`config.mk`:
```
export PLATFORM = sky130hd
export DESIGN_NAME = gtxe2_comm_refclk_sel_ctrl
export DESIGN_NICKNAME = d
export VERILOG_FILES = /design/src/rtl/gtxe2_comm_refclk_sel_ctrl_pkg.sv /design/src/rtl/gtxe2_comm_refclk_mux_n.sv /design/src/rtl/gtxe2_comm_refclk_sel_ctrl.sv
export SDC_FILE = /design/constraint.sdc
export NUM_CORES = 1
export LEC_CHECK = 0
export CAP_MARGIN = 40
export CELL_PAD_IN_SITES_DETAIL_PLACEMENT = 1
export CELL_PAD_IN_SITES_GLOBAL_PLACEMENT = 1
export CORE_MARGIN = 2
export CORE_UTILIZATION = 33
export DETAILED_ROUTE_END_ITERATION = 6
export GPL_TIMING_DRIVEN = 1
export HOLD_SLACK_MARGIN = 0.1
export PLACE_DENSITY_LB_ADDON = 0.05
export SKIP_CTS_REPAIR_TIMING = 1
export SYNTH_ARGS = -nofsm -noshare
export SYNTH_HDL_FRONTEND = slang
export SYNTH_HIERARCHICAL = 1
export SYNTH_SLANG_ARGS = --single-unit
```
`constraint.sdc`:
```
create_clock -name DRPCLK -period 1.8 [get_ports DRPCLK]
set_input_delay 0.18 -clock DRPCLK [delete_from_list [all_inputs] [get_ports DRPCLK]]
set_output_delay 0.18 -clock DRPCLK [all_outputs]
set_load 0.03 [all_outputs]
```
`src/rtl/gtxe2_comm_refclk_sel_ctrl_pkg.sv`:
```
`default_nettype none
// ============================================================================
// gtxe2_comm_refclk_sel_ctrl_pkg : shared FSM states and select-code constants
// Rev 1.0 - initial release
// ============================================================================
package gtxe2_comm_refclk_sel_ctrl_pkg;

  typedef enum logic [2:0] {
    ST_IDLE   = 3'd0,
    ST_GATE   = 3'd1,
    ST_SWITCH = 3'd2,
    ST_SETTLE = 3'd3,
    ST_PULSE  = 3'd4
  } state_t;

  // Select code 0 never maps to an input; the mux drives a constant 0 for it.
  localparam int c_SEL_RESERVED = 0;

  function automatic int max3(input int a, input int b, input int c);
    int m;
    m = (a > b) ? a : b;
    return (m > c) ? m : c;
  endfunction

endpackage
`default_nettype wire

```
`src/rtl/gtxe2_comm_refclk_mux_n.sv`:
```
`default_nettype none
// ============================================================================
// gtxe2_comm_refclk_mux_n : combinational N-way refclk mux, code k -> input k-1
// Rev 1.0 - initial release
// ============================================================================
module gtxe2_comm_refclk_mux_n
  import gtxe2_comm_refclk_sel_ctrl_pkg::*;
#(
  parameter int NUM_CLKS  = 7,
  parameter int SEL_WIDTH = 3
) (
  input  logic [NUM_CLKS-1:0]  i_clk,
  input  logic [SEL_WIDTH-1:0] i_sel,
  output logic                 o_clk
);

  logic [NUM_CLKS-1:0] w_hit;

  for (genvar k = 0; k < NUM_CLKS; k++) begin : g_dec
    assign w_hit[k] = (i_sel == SEL_WIDTH'(k + 1));
  end

  assign o_clk = (i_sel == SEL_WIDTH'(c_SEL_RESERVED)) ? 1'b0 : |(w_hit & i_clk);

endmodule
`default_nettype wire

```
`src/rtl/gtxe2_comm_refclk_sel_ctrl.sv`:
```
`default_nettype none
// ============================================================================
// gtxe2_comm_refclk_sel_ctrl : sequenced refclk select (gate, switch, settle, PLL reset)
// Rev 1.0 - initial release
// ============================================================================
module gtxe2_comm_refclk_sel_ctrl
  import gtxe2_comm_refclk_sel_ctrl_pkg::*;
#(
  parameter int NUM_CLKS      = 7,
  parameter int SEL_WIDTH     = 3,
  parameter int GATE_CYCLES   = 4,
  parameter int SETTLE_CYCLES = 8,
  parameter int RST_CYCLES    = 2,
  parameter int INIT_SEL      = 1
) (
  input  logic                 DRPCLK,
  input  logic                 RESET,
  input  logic [NUM_CLKS-1:0]  REFCLK_IN,
  input  logic [SEL_WIDTH-1:0] SEL_REQ,
  input  logic                 SEL_REQ_VALID,
  output logic                 SEL_REQ_READY,
  output logic [SEL_WIDTH-1:0] SEL_CUR,
  output logic                 SEL_ERR,
  output logic                 SWITCH_DONE,
  output logic                 PLL_RESET_REQ,
  output logic                 MUX_CLK_OUT
);

  localparam int CNT_W = $clog2(max3(GATE_CYCLES, SETTLE_CYCLES, RST_CYCLES) + 1);

  state_t               r_state, w_state_nxt;
  logic [CNT_W-1:0]     r_cnt, w_cnt_nxt;
  logic [SEL_WIDTH-1:0] r_sel_cur, w_sel_cur_nxt;
  logic [SEL_WIDTH-1:0] r_sel_cap, w_sel_cap_nxt;
  logic                 r_sel_err, w_sel_err_nxt;
  logic                 r_switch_done, w_switch_done_nxt;
  logic                 r_gate_en, w_gate_en_nxt;
  logic                 r_pll_req, w_pll_req_nxt;
  logic                 w_sel_clk;

  always_ff @(posedge DRPCLK) begin
    if (RESET) begin
      r_state       <= ST_IDLE;
      r_cnt         <= '0;
      r_sel_cur     <= SEL_WIDTH'(INIT_SEL);
      r_sel_cap     <= SEL_WIDTH'(INIT_SEL);
      r_sel_err     <= 1'b0;
      r_switch_done <= 1'b0;
      r_gate_en     <= 1'b1;
      r_pll_req     <= 1'b0;
    end else begin
      r_state       <= w_state_nxt;
      r_cnt         <= w_cnt_nxt;
      r_sel_cur     <= w_sel_cur_nxt;
      r_sel_cap     <= w_sel_cap_nxt;
      r_sel_err     <= w_sel_err_nxt;
      r_switch_done <= w_switch_done_nxt;
      r_gate_en     <= w_gate_en_nxt;
      r_pll_req     <= w_pll_req_nxt;
    end
  end

  always_comb begin
    w_state_nxt       = r_state;
    w_cnt_nxt         = r_cnt;
    w_sel_cur_nxt     = r_sel_cur;
    w_sel_cap_nxt     = r_sel_cap;
    w_sel_err_nxt     = 1'b0;
    w_switch_done_nxt = 1'b0;
    case (r_state)
      ST_IDLE: begin
        if (SEL_REQ_VALID) begin
          if (SEL_REQ > SEL_WIDTH'(NUM_CLKS)) begin
            w_sel_err_nxt = 1'b1;
          end else if (SEL_REQ == r_sel_cur) begin
            w_switch_done_nxt = 1'b1;
          end else begin
            w_sel_cap_nxt = SEL_REQ;
            w_cnt_nxt     = CNT_W'(GATE_CYCLES);
            w_state_nxt   = ST_GATE;
          end
        end
      end
      ST_GATE: begin
        if (r_cnt <= CNT_W'(1)) begin
          w_state_nxt = ST_SWITCH;
        end else begin
          w_cnt_nxt = r_cnt - CNT_W'(1);
        end
      end
      ST_SWITCH: begin
        w_sel_cur_nxt = r_sel_cap;
        w_cnt_nxt     = CNT_W'(SETTLE_CYCLES);
        w_state_nxt   = ST_SETTLE;
      end
      ST_SETTLE: begin
        if (r_cnt <= CNT_W'(1)) begin
          if (RST_CYCLES > 0) begin
            w_cnt_nxt   = CNT_W'(RST_CYCLES);
            w_state_nxt = ST_PULSE;
          end else begin
            w_switch_done_nxt = 1'b1;
            w_state_nxt       = ST_IDLE;
          end
        end else begin
          w_cnt_nxt = r_cnt - CNT_W'(1);
        end
      end
      ST_PULSE: begin
        if (r_cnt <= CNT_W'(1)) begin
          w_switch_done_nxt = 1'b1;
          w_state_nxt       = ST_IDLE;
        end else begin
          w_cnt_nxt = r_cnt - CNT_W'(1);
        end
      end
      default: begin
        w_cnt_nxt   = '0;
        w_state_nxt = ST_IDLE;
      end
    endcase
    // Gate and reset-request are registered from the next state so both stay glitch-free.
    w_gate_en_nxt = !(w_state_nxt inside {ST_GATE, ST_SWITCH, ST_SETTLE});
    w_pll_req_nxt = (w_state_nxt == ST_PULSE);
  end

  gtxe2_comm_refclk_mux_n #(
    .NUM_CLKS  (NUM_CLKS),
    .SEL_WIDTH (SEL_WIDTH)
  ) u_mux (
    .i_clk (REFCLK_IN),
    .i_sel (r_sel_cur),
    .o_clk (w_sel_clk)
  );

  assign SEL_REQ_READY = (r_state == ST_IDLE);
  assign SEL_CUR       = r_sel_cur;
  assign SEL_ERR       = r_sel_err;
  assign SWITCH_DONE   = r_switch_done;
  assign PLL_RESET_REQ = r_pll_req;
  assign MUX_CLK_OUT   = r_gate_en & w_sel_clk;

endmodule
`default_nettype wire

```
==> run summary, run 1 <==
Site Rows = 19
Routed Antenna Nets = 0
Yosys reg bits = 17
Synth Area in Compound Gates = 0.220
Iteration-0 DRC Markers = 13
r2r worst-path depth = 5
main combinational cell family by area after synthesis = compound AO/OA/AOI/OAI gates
HP Class = reg2reg
Initial DRT Pass Iterations = 4
CTS tree = built
Area growth syn-to-layout = 44.5%
post-synthesis adder-cell area fraction = 0.0260
Synth top area share = 0.354
fin nets = 152
xor/xnor cell area share of the yosys netlist = 0.0624
first-pass GRT wire length = 4.22 mm
Post-Syn Instances = 102
sequential area share after synthesis = 0.354
P_leak = 0.554 nW
crit share post-route = 1.06
Worst Path Max Fanout = 4
share of layout cells above drive strength 1 = 0.316
Synth Warn # = 6
clk_lat worst skew = 0.29 ns
Antenna Cells = 0
Final Max Tran Viols = 0
largest net degree at the start of global routing = 17
wire length per cell = 15.1 um
TNS Setup = -0.109 ns
status = finished with violations
RSZ-0062 raised after global routing = yes
Clk pin slew, worst setup/hold paths = 0.11 ns
core area = 2760 sq um
fin crit period = 1.91 ns
pre-CTS setup slack = -0.453 ns
total CTS buffers = 3
mux cell area share after synthesis = 0.111
placed wire-length estimate = 1.92 mm
die height = 58.0 um
IO Pins = 21
Initial Utilization = 0.349
violated checks = negative setup slack
number of buffers added on ports = 20
CP Capture Type = primary output
vias post-DR = 911
Final setup violation count = 1
Final Hold Viols = 0
Die W = 58.0 um
Max clock buf depth = 2
Hold Path Cell Cnt = 1
critical path required time = 1.62 ns
Synth area leader = dfxtp_1
critical path class = reg2out
Distinct cells, synth = 48
startpoint type of the worst setup path = flip-flop
crit path DAT = 1.73 ns
max-cap violation count = 0
post-synthesis simple-gate area fraction = 0.192
most frequent cells in the layout = clkdlybuf4s50_1, buf_4, dfxtp_1, nor2_1, mux2i_1
Vias/cell = 5.46
filler instances = 324
initial antenna violation count = 0
Setup WS post-layout = -0.109 ns
maximum vdd ir drop = 0.000889 V
CP max-delay cell = mux4_2
drt drc = 0
vias in the first global route = 911
die area = 3360 sq um
Setup Skew = 0.00460 ns
RD Place Congestion = 0.763
Sink Count = 17
Net Count, Synth = 117
most common cell after layout, fill and taps aside = clkdlybuf4s50_1
GRT Overall Usage = 0.164
fmax = 524 MHz
wirelength, routed = 2.53 mm
GR Overflow Total = 0
power per cell area = 1390 nW/um^2
CP peak stage delay = 0.47 ns
cells along the critical path = mux2_4 > mux4_2 > and2_4 > buf_6
root buffer cell = clkbuf_4
Area contributors post-synth = dfxtp_1, mux2i_1, nor2_1, xnor2_1, ha_1
htree depth = 1
Mapped Area = 962 sq um
Avg Cell Area, Syn = 9.43 sq um
-- where the power goes --
group | internal (mW) | switching [mW]
registers | 0.482 | 0.110
logic | 0.562 | 0.561
clock network | 0.0825 | 0.129
total | 1.13 | 0.801
-- worst max-delay path: cells and delay by family, from the launching register on --
family,cells,cell delay (ns)
buffers and inverters,1,0.13
multiplexers,2,0.77
AND/OR/NAND/NOR,1,0.15
flip-flops,1,0.39
-- worst paths after layout --
check	startpoint	to	slack, ns
max reg2reg	SEL_CUR[0]	r_cnt[3]	0.10
min reg2reg	r_sel_cap[0]	SEL_CUR[0]	0.50
min	r_sel_cap[0]	SEL_CUR[0]	0.50
max	SEL_CUR[0]	MUX_CLK_OUT	-0.11
-- flip-flops by register name, summed over array words and instances, names as in the netlist --
register / cells
SEL_ERR: 1
r_state: 3
r_sel_cap: 3
r_gate_en: 1
PLL_RESET_REQ: 1
SWITCH_DONE: 1
SEL_CUR: 3
r_cnt: 4
-- kinds of logic after synthesis --
group	Yosys count
AOI/OAI and AO/OA	25
xor gates and xnor gates	6
adders and majority gates	2
buffers and inverters	8
DFF	17
muxes	9
other	1
and+or+nand+nor	34
-- Yosys cell counts (all sizes together) --
library cell  count
ha                2
or3               1
o211a             1
o311ai            1
a2111oi           2
a32oi             1
mux4              1
mux2              3
or4b              1
nand3             2
or3b              2
a31oi             2
a221o             1
xor2              1
a211o             2
nand3b            1
clkbuf            6
a211oi            1
o41ai             1
and3              1
o22a              1
nor2b             4
conb              1
nor2             13
o32a              1
a21oi             4
a221oi            1
xnor2             5
o22ai             1
nand2             2
nor3              3
a22oi             1
dfxtp            17
o21ai             1
o31ai             1
a2111o            1
mux2i             5
or2               2
o2111a            1
inv               2
and2              2
-- routing by layer --
| metal | vias up | wire, um | track usage |
|---|---|---|---|
| li1 | 449 | - | - |
| met3 | 2 | 109 | 0.0268 |
| met2 | 17 | 1140 | 0.248 |
| met5 | - | 0 | 0 |
| met4 | 0 | 17 | 0.0498 |
| met1 | 443 | 1260 | 0.238 |
-- per-stage QoR --
step	cells	hold slack, ns	area, sq um	util	power (mW)
after global routing	167	0.531	1390	0.504	2.09
after floorplan	102	0.249	968	-	1.25
after detailed placement	163	0.457	1320	0.478	1.66
final	167	0.501	1390	0.504	1.93
after CTS	167	0.502	1350	0.488	1.88
after global placement	163	0.451	1320	0.478	1.64
-- layout make-up --
class	instances	area, sq um	area share
Sequential cell	17	350	0.252
Tap cell	31	38.8	0.0279
Multi-Input combinational cell	77	629	0.453
Clock inverter	1	5.00	0.00360
Inverter	2	7.51	0.00540
Clock buffer	3	22.5	0.0162
Timing Repair Buffer	36	337	0.242
Power figures use the tool's default switching activity.
==> run 2: changes to the inputs <==
- CORE_MARGIN: 2 -> not set
==> run 2 against run 1 <==
The run still ends with negative setup slack left. Count of clock-buffer cells in the layout stayed put. Utilization is 0.14 points higher. Clock power hardly changed. Worst setup slack worse by 0.0049 ns. Sequential power is 2% lower. Via count is 0.55% lower. First-iteration DRC count is 85% higher. Worst hold slack worse by 0.013 ns. Highest routed layer unchanged. Largest power group unchanged. Global-route usage is 1.3 points higher. Total power is 1.4% higher. Die area is 6.8% lower. Sequential cell count stayed put.
==> run summary, run 2 (synthesis gave the netlist of run 1 again) <==
Largest register FFs = 4
violated checks = negative setup slack
RD Place Congestion = 0.812
FF+latch area = 348 sq um
crit share post-route = 1.06
Logic pwr share = 0.595
Max clock buf depth = 2
Site Rows = 19
fin crit period = 1.91 ns
CP Capture Type = primary output
crit path DAT = 1.73 ns
startpoint type of the worst setup path = flip-flop
Placed Cells incl. Taps = 165
filler instances = 336
max-cap violation count = 0
vias in the first global route = 946
IO Pins = 21
Area growth syn-to-layout = 44.9%
area taken by multi-input logic gates = 633 sq um
power per cell area = 1400 nW/um^2
reg2reg setup slack = 0.12 ns
wirelength, routed = 2.61 mm
wire length per cell = 15.5 um
P_leak = 0.551 nW
final core occ = 0.505
switching power = 0.819 mW
placed wire-length estimate = 2.00 mm
Final setup violation count = 1
Finished Layout Cells = 169
fin nets = 154
register share of total power = 0.298
Clock power frac = 0.107
critical path class = reg2out
drt drc = 0
Setup Skew = 0.00255 ns
initial antenna violation count = 0
pre-CTS setup slack = -0.464 ns
critical path required time = 1.62 ns
Vias/cell = 5.36
die height = 56.0 um
Switching Share = 0.419
Antenna Cells = 0
fmax = 522 MHz
Initial DRT Pass Iterations = 3
total CTS buffers = 3
Clk pin slew, worst setup/hold paths = 0.10 ns
share of layout cells above drive strength 1 = 0.341
first-pass GRT wire length = 4.33 mm
die area = 3140 sq um
Sink Count = 17
Initial Utilization = 0.349
Area after DPL = 1320 sq um
GR Overflow Total = 0
Final Max Tran Viols = 0
Worst Path Max Fanout = 4
RSZ-0062 raised after global routing = yes
Routed Antenna Nets = 0
most frequent cells in the layout = clkdlybuf4s50_1, buf_4, dfxtp_1, nor2_1, mux2i_1
status = finished with violations
htree depth = 1
TNS Setup = -0.114 ns
Setup WS post-layout = -0.114 ns
Iteration-0 DRC Markers = 24
Final Hold Viols = 0
largest net degree at the start of global routing = 15
root buffer cell = clkbuf_4
clk_lat worst skew = 0.29 ns
core area = 2760 sq um
Die W = 56.0 um
vias post-DR = 906
Power Total = 1.95 mW
HP Class = reg2reg
P_int = 1.13 mW
GRT Overall Usage = 0.177
maximum vdd ir drop = 0.000871 V
largest reg by FF count = r_cnt
final instance area = 1390 sq um
hold slack = 0.488 ns
number of buffers added on ports = 20
CTS tree = built
-- run 2: cell count changes in the layout (fill, tap and decap cells not counted), sizes merged --
cell / delta
buf: +2
-- run 2: power groups by stage --
| stage | registers (mW) | clock network (mW) | logic [mW] |
|---|---|---|---|
| 2_1_floorplan | 0.575 | 0 | 0.678 |
| 3_3_place_gp | 0.577 | 0 | 1.07 |
| 3_5_place_dp | 0.582 | 0 | 1.09 |
| 4_1_cts | 0.572 | 0.221 | 1.10 |
| 5_1_grt | 0.599 | 0.234 | 1.27 |
| 6_report | 0.582 | 0.210 | 1.16 |
-- run 2: worst max-delay path: stages, from the launching register on --
cell and delay, ns:
dfxtp_4 0.38, mux2_2 0.34, mux4_2 0.44, and2_4 0.15
buf_6 0.13
-- run 2: cell type report --
class / count / area share
Clock buffer: 3 / 0.0162
Clock inverter: 1 / 0.00359
Inverter: 2 / 0.00539
Multi-Input combinational cell: 77 / 0.454
Sequential cell: 17 / 0.250
Tap cell: 31 / 0.0278
Timing Repair Buffer: 38 / 0.243
-- run 2: worst paths after layout --
path / startpoint / endpoint / depth (start not counted)
worst min-delay path: r_sel_cap[0] / SEL_CUR[0] / 1
worst min register to register: r_sel_cap[0] / SEL_CUR[0] / 1
worst max register to register: SEL_CUR[1] / r_cnt[3] / 6
worst max-delay path: SEL_CUR[0] / MUX_CLK_OUT / 4
-- run 2: layer usage --
layer	up-vias	part of all wire	global-route usage	wire [um]
li1	453	-	-	-
met1	436	0.51	0.255	1320
met2	15	0.46	0.267	1200
met3	2	0.031	0.0233	80
met4	0	0.0054	0.0697	14
met5	-	0	0	0
